**src/rtl/spdif_sched.sv**
```systemverilog
// Stereo sample scheduler for an SPDIF transmitter: selects one of two sources into a small FIFO
// and hands out one stereo pair per transmitter ack, inserting silence on source changes.
module spdif_sched #(
    parameter int unsigned FIFO_LOG2 = 2,
    parameter int unsigned MUTE_ACKS = 4
) (
    input  logic        clk,
    input  logic        rst_n,
    input  logic [23:0] src0_l,
    input  logic [23:0] src0_r,
    input  logic        src0_valid,
    output logic        src0_ready,
    input  logic [23:0] src1_l,
    input  logic [23:0] src1_r,
    input  logic        src1_valid,
    output logic        src1_ready,
    input  logic        cfg_enable,
    input  logic        cfg_sel,
    input  logic        cfg_mute,
    input  logic        cfg_clr_ur,
    input  logic        tx_ack,
    output logic [23:0] tx_l,
    output logic [23:0] tx_r,
    output logic        tx_valid,
    output logic        active_src,
    output logic [1:0]  state,
    output logic [15:0] underrun_cnt
);

    localparam int unsigned Depth = 2 ** FIFO_LOG2;
    localparam int unsigned CntW  = (MUTE_ACKS > 1) ? $clog2(MUTE_ACKS + 1) : 1;

    typedef enum logic [1:0] {
        StIdle   = 2'd0,
        StFill   = 2'd1,
        StRun    = 2'd2,
        StSwitch = 2'd3
    } state_e;

    state_e             state_q, state_d;
    logic               active_q, active_d;
    logic [CntW-1:0]    mute_cnt_q, mute_cnt_d;
    logic [15:0]        ur_q, ur_d;
    logic [23:0]        tx_l_q, tx_l_d, tx_r_q, tx_r_d;
    logic               tx_valid_q, tx_valid_d;
    logic [FIFO_LOG2:0] wr_ptr_q, wr_ptr_d, rd_ptr_q, rd_ptr_d;
    logic [47:0]        mem [Depth];

    logic        full, empty, feeding, push, pop, flush, ur_inc;
    logic [47:0] push_data, head;

    // Extra pointer MSB distinguishes full from empty when the index bits match.
    assign empty = (wr_ptr_q == rd_ptr_q);
    assign full  = (wr_ptr_q[FIFO_LOG2] != rd_ptr_q[FIFO_LOG2]) &&
                   (wr_ptr_q[FIFO_LOG2-1:0] == rd_ptr_q[FIFO_LOG2-1:0]);

    assign feeding    = (state_q == StFill) || (state_q == StRun);
    assign src0_ready = feeding && !active_q && !full;
    assign src1_ready = feeding && active_q && !full;
    assign push       = (src0_valid && src0_ready) || (src1_valid && src1_ready);
    assign push_data  = active_q ? {src1_l, src1_r} : {src0_l, src0_r};
    assign head       = mem[rd_ptr_q[FIFO_LOG2-1:0]];

    always_comb begin
        state_d    = state_q;
        active_d   = active_q;
        mute_cnt_d = mute_cnt_q;
        tx_l_d     = tx_l_q;
        tx_r_d     = tx_r_q;
        tx_valid_d = tx_valid_q;
        flush      = 1'b0;
        pop        = 1'b0;
        ur_inc     = 1'b0;

        if (!cfg_enable) begin
            state_d    = StIdle;
            flush      = 1'b1;
            tx_l_d     = '0;
            tx_r_d     = '0;
            tx_valid_d = 1'b0;
        end else begin
            unique case (state_q)
                StIdle: begin
                    flush    = 1'b1;
                    state_d  = StFill;
                    active_d = cfg_sel;
                end
                StFill, StRun: begin
                    if (tx_ack) begin
                        tx_l_d     = '0;
                        tx_r_d     = '0;
                        tx_valid_d = 1'b0;
                        if (state_q == StRun) begin
                            if (!empty) begin
                                pop        = 1'b1;
                                tx_l_d     = cfg_mute ? 24'd0 : head[47:24];
                                tx_r_d     = cfg_mute ? 24'd0 : head[23:0];
                                tx_valid_d = 1'b1;
                            end else begin
                                ur_inc = 1'b1;
                            end
                        end
                    end
                    if (cfg_sel != active_q) begin
                        state_d    = StSwitch;
                        flush      = 1'b1;
                        mute_cnt_d = CntW'(MUTE_ACKS);
                    end else if ((state_q == StFill) && full) begin
                        state_d = StRun;
                    end
                end
                StSwitch: begin
                    flush = 1'b1;
                    if (tx_ack) begin
                        tx_l_d     = '0;
                        tx_r_d     = '0;
                        tx_valid_d = 1'b1;
                        // Switch always runs its full silence count, whatever cfg_sel does meanwhile.
                        if (mute_cnt_q <= CntW'(1)) begin
                            mute_cnt_d = '0;
                            state_d    = StFill;
                            active_d   = cfg_sel;
                        end else begin
                            mute_cnt_d = mute_cnt_q - CntW'(1);
                        end
                    end
                end
            endcase
        end
    end

    always_comb begin
        wr_ptr_d = wr_ptr_q;
        rd_ptr_d = rd_ptr_q;
        if (flush) begin
            wr_ptr_d = '0;
            rd_ptr_d = '0;
        end else begin
            if (push) wr_ptr_d = wr_ptr_q + 1'b1;
            if (pop)  rd_ptr_d = rd_ptr_q + 1'b1;
        end

        ur_d = ur_q;
        if (cfg_clr_ur) begin
            ur_d = '0;
        end else if (ur_inc && (ur_q != 16'hFFFF)) begin
            ur_d = ur_q + 16'd1;
        end
    end

    always_ff @(posedge clk or negedge rst_n) begin
        if (!rst_n) begin
            state_q    <= StIdle;
            active_q   <= 1'b0;
            mute_cnt_q <= '0;
            ur_q       <= '0;
            tx_l_q     <= '0;
            tx_r_q     <= '0;
            tx_valid_q <= 1'b0;
            wr_ptr_q   <= '0;
            rd_ptr_q   <= '0;
        end else begin
            state_q    <= state_d;
            active_q   <= active_d;
            mute_cnt_q <= mute_cnt_d;
            ur_q       <= ur_d;
            tx_l_q     <= tx_l_d;
            tx_r_q     <= tx_r_d;
            tx_valid_q <= tx_valid_d;
            wr_ptr_q   <= wr_ptr_d;
            rd_ptr_q   <= rd_ptr_d;
        end
    end

    always_ff @(posedge clk) begin
        if (push) mem[wr_ptr_q[FIFO_LOG2-1:0]] <= push_data;
    end

    assign tx_l         = tx_l_q;
    assign tx_r         = tx_r_q;
    assign tx_valid     = tx_valid_q;
    assign active_src   = active_q;
    assign state        = state_q;
    assign underrun_cnt = ur_q;

endmodule

```
**config.mk**
```make
export PLATFORM = sky130hd
export DESIGN_NAME = spdif_sched
export DESIGN_NICKNAME = d
export VERILOG_FILES = /design/src/rtl/spdif_sched.sv
export SDC_FILE = /design/constraint.sdc
export NUM_CORES = 1
export LEC_CHECK = 0
export ABC_CLOCK_PERIOD_IN_PS = 5100
export CAP_MARGIN = 25
export CORE_ASPECT_RATIO = 1.5
export CORE_MARGIN = 4
export CORE_UTILIZATION = 54
export DETAILED_ROUTE_END_ITERATION = 8
export PLACE_DENSITY = 0.87
export RECOVER_POWER = 100
export SETUP_SLACK_MARGIN = 0.1
export SLEW_MARGIN = 20
export SYNTH_ARGS = -nofsm -noshare
export SYNTH_HDL_FRONTEND = slang
export SYNTH_SLANG_ARGS = --single-unit
```
**constraint.sdc**
```tcl
create_clock -name clk -period 5.1 [get_ports clk]
set_input_delay 0.765 -clock clk [delete_from_list [all_inputs] [get_ports clk]]
set_output_delay 0.765 -clock clk [all_outputs]
set_load 0.02 [all_outputs]
```
==> summary.md <==
The run finished, with violations left. The final reports fail on capacitance limit, slew limit. In this run the mean area of a mapped cell was 18.1 µm². The run gives 0 as the number of remaining DRC errors. The maximum resistive drop on vdd came out at 0.324 mV.

On the final layout, the worst clock skew is 18.8 ps. The run gives 230 as the final max-slew violation count. During synthesis, Yosys emitted a total of 0 warnings.

The logs give 0 for the number of buffers inserted by hold repair at cts and 3 for the maximum buffer depth of the clock tree. The run gives 13000 µm² as the placement-stage cell area. The count of inserted antenna diode cells is 0. The filler cell count was 1241; the part of the Yosys area used for sequential elements was 0.698. In this run the power spent charging and discharging nets is 0.00149 W. Number of violations of the max-capacitance limit: 7. Setup violations remaining at the end of the flow were counted as 0.

Counting the buffers created by CTS gives 25. The final worst-path cycle share was 0.805. Cell type with the largest total area after synthesis: sky130_fd_sc_hd__edfxtp_1. The synthesized netlist contains 50 unique library cells. The number of I/O port buffers was 174. The logs give 687 for the DRC violation total after the first TritonRoute iteration and 40100 µm for the global-route wire length before repair. STA classifies the critical path startpoint as a flop.

The main flop type after synthesis is sky130_fd_sc_hd__edfxtp_1. The tools report the cell area after layout as 13900 µm². Counting instances in the post-synthesis netlist gives the leading cell types as 192 x sky130_fd_sc_hd__edfxtp_1, 77 x sky130_fd_sc_hd__dfrtp_1, 50 x sky130_fd_sc_hd__mux2_2. Summed over all failing endpoints, the final setup total negative slack is 0 ps. The number of flops mapped to enable cells by yosys is 192, and the pin count of the biggest net entering global routing is 78. For this design the ratio of total power to cell area is 423 nW/µm². The internal portion of the total power is 0.00439 W. Total global routing track utilization: 0.226. In the post-synthesis netlist, the cell with the most instances is sky130_fd_sc_hd__edfxtp_1.

The die covers 22800 µm². The tightest slew margin relative to the limit came out at -0.701. 175 I/O pins were placed.

The number of global-route vias before repair is 7197. The total grt overflow was 0; the largest fanout on the critical path was 26. The number of gates given a new drive strength after cts is 0, and the number of nets in the synthesized netlist is 724. After detailed routing, the met3 layer carries 1530 µm of wire. Data on the critical path is required at its endpoint by 5230 ps. STA classifies the critical path endpoint as a flop.

The share of final-layout standard cells stronger than drive strength 1 is 0.126, and the die outline width is 125 µm. Detailed routing inserted a total of 6584 vias. CTS saw 269 sinks.

The portion of total power attributed to combinational logic was 0.186; the static leakage power was 5.11 nW. The core area was 19900 µm²; the signal arrival time at the worst endpoint was 4240 ps. The layout-stage area growth over the synthesis result is 26.0%. Synthesis produced a netlist whose cell count is 608. The detailed placement HPWL is 16000 µm, and the wire length on met2 is 14200 µm. Yosys attributes the largest share of cell area to sky130_fd_sc_hd__edfxtp_1 52%, sky130_fd_sc_hd__dfrtp_1 17%, sky130_fd_sc_hd__mux4_2 9.8%, sky130_fd_sc_hd__mux2_2 5.1%, sky130_fd_sc_hd__a22o_1 3.9%. After synthesis the netlist holds a flip-flop and latch count of 269. Transition time at the pin with the least slew margin: 2550 ps. The run gives 897 as the post-layout net count. In this run the post-CTS setup repair buffer count came out at 0. The initialized floorplan defines 63 standard-cell rows.

The run gives 0.553 as the effective utilization at floorplan. Number of antenna violations at the first check in global routing: 0. The path class of the tightest hold or removal check is in2async.

Setup repair after global routing left no endpoint under its margin. The count of nets left with antenna violations once routing finished came out at 0. After detailed placement, the design holds a cell count of 1013. Summed over all layers, the routed wires come to 26000 µm. The number of search-and-repair iterations in the first detailed-routing pass is 5. Highest layer used for signal routing: met4.

The detailed router put a total of 9280 µm of wire on met1. Dividing the detail-routed via count by the number of cells gives 6.21. Number of failing hold endpoints at the final stage: 0.

The tools report the sequential group share of total power as 0.478. At the end of routability-driven placement, the weighted congestion stood at 0.789. The portion of synthesized cell area occupied by the leading cell type was 0.523.

The final critical path time including I/O delays and setup is 4110 ps. Derived from the worst setup path, the maximum achievable clock frequency is 0.244 GHz. The tools report the power share of the clock group as 0.336.

After clock tree synthesis, the clock-pin slew on the worst setup and hold paths is 60 ps. Leaving out filler cells and counting taps, the final layout contains 1060. The tools report the CTS root buffer as sky130_fd_sc_hd__clkbuf_16. For the worst-skew pair, the clock arrives at the later sink with an insertion delay of 510 ps.

TritonCTS built the clock tree. The critical path is of the reg2reg type. The average routed wire per standard cell is 24.5 µm, and the post-synthesis instance area is 11000 µm². In this run the vertical extent of the chip is 183 µm.

Total number of H-tree levels: 1. The fraction of power spent switching nets is 0.253, and the fraction of registers with async set or reset after synthesis is 0.286.
## state kept, by name, indices dropped and copies added (netlist names)
register,count
mem,192
wr_ptr_q,3
underrun_cnt,16
mute_cnt_q,3
rd_ptr_q,3
active_src,1
state,2
tx_r,24
tx_l,24
tx_valid,1
## metrics by stage
| step | setup slack (ps) | power (W) | hold slack (ps) | utilization |
|---|---|---|---|---|
| after floorplan | 1270 | 0.00354 | 469 | - |
| after global placement | 1760 | 0.00388 | 497 | 0.650 |
| after detailed placement | 1550 | 0.00397 | 494 | 0.653 |
| after CTS | 1620 | 0.00596 | 469 | 0.697 |
| after global routing | 792 | 0.00609 | 355 | 0.696 |
| final | 994 | 0.00588 | 303 | 0.696 |
## cells in the final DEF, fill, tap and decap left out, drive strengths merged, types with 5 or more instances in the layout
cell type	synthesis	routed
nand4	5	5
clkinv	0	6
inv	9	11
o31ai	11	11
clkdlybuf4s50	0	103
clkbuf	9	37
buf	29	6
edfxtp	192	192
mux2	52	52
xnor2	6	6
mux4	48	48
bufinv	0	6
ha	11	11
nand3	6	6
a21oi	16	16
nand2	12	12
a22o	49	49
o21ai	6	6
nor2	15	15
mux2i	5	5
dlygate4sd3	0	70
or4	9	9
dfrtp	77	77
## kinds of logic after synthesis
kind of cell               count (synthesis)  synth area share
AOI/OAI and AO/OA                         97            0.0683
and+or+nand+nor                           69            0.0355
muxes                                    105             0.156
buffers and inverters                     47            0.0212
DFF                                      269             0.698
xor gates and xnor gates                  10           0.00863
adders and majority gates                 11            0.0125
## final cells by class
class / count / area (µm²) / area share
tap: 260 / 325 / 0.0234
clock buffer: 32 / 652 / 0.0470
clock inverter: 14 / 226 / 0.0163
inverter: 9 / 33.8 / 0.00243
timing repair buffer: 184 / 1840 / 0.132
multi-input combinational: 292 / 3110 / 0.224
sequential: 269 / 7700 / 0.555
## routing by layer
layer,global-route usage,vias to the layer above
met5,0,-
met2,0.421,308
met1,0.266,3416
met3,0.0283,62
met4,0.0908,0
li1,-,2798
## worst max-delay path: stages (launching register included)
cell	delay, ps
sky130_fd_sc_hd__dfrtp_1	450
sky130_fd_sc_hd__inv_1	90
sky130_fd_sc_hd__ha_1	490
sky130_fd_sc_hd__o311a_1	380
sky130_fd_sc_hd__and2_0	1500
sky130_fd_sc_hd__clkbuf_2	790
## worst paths after layout
kind	startpoint	depth (start not counted)	slack, ps	to
hold reg to reg	tx_l[18]	1	500	tx_l[18]
hold / removal	rst_n	1	300	underrun_cnt[14]
min in group clk	tx_l[18]	1	500	tx_l[18]
setup / recovery	state[1]	5	990	mem[2][23]
setup reg to reg	state[1]	5	990	mem[2][23]
max in group asynchronous	rst_n	1	4230	rd_ptr_q[0]
## power groups by stage
stage	Combinational, W	Clock, W	Sequential [W]
global placement	0.00106	0	0.00282
finish	0.00109	0.00198	0.00281
detailed placement	0.00114	0	0.00284
CTS	0.00115	0.00200	0.00280
floorplan	0.000716	0	0.00282
global route	0.00117	0.00210	0.00282
Note: power is estimated with default switching activity, not from simulation.
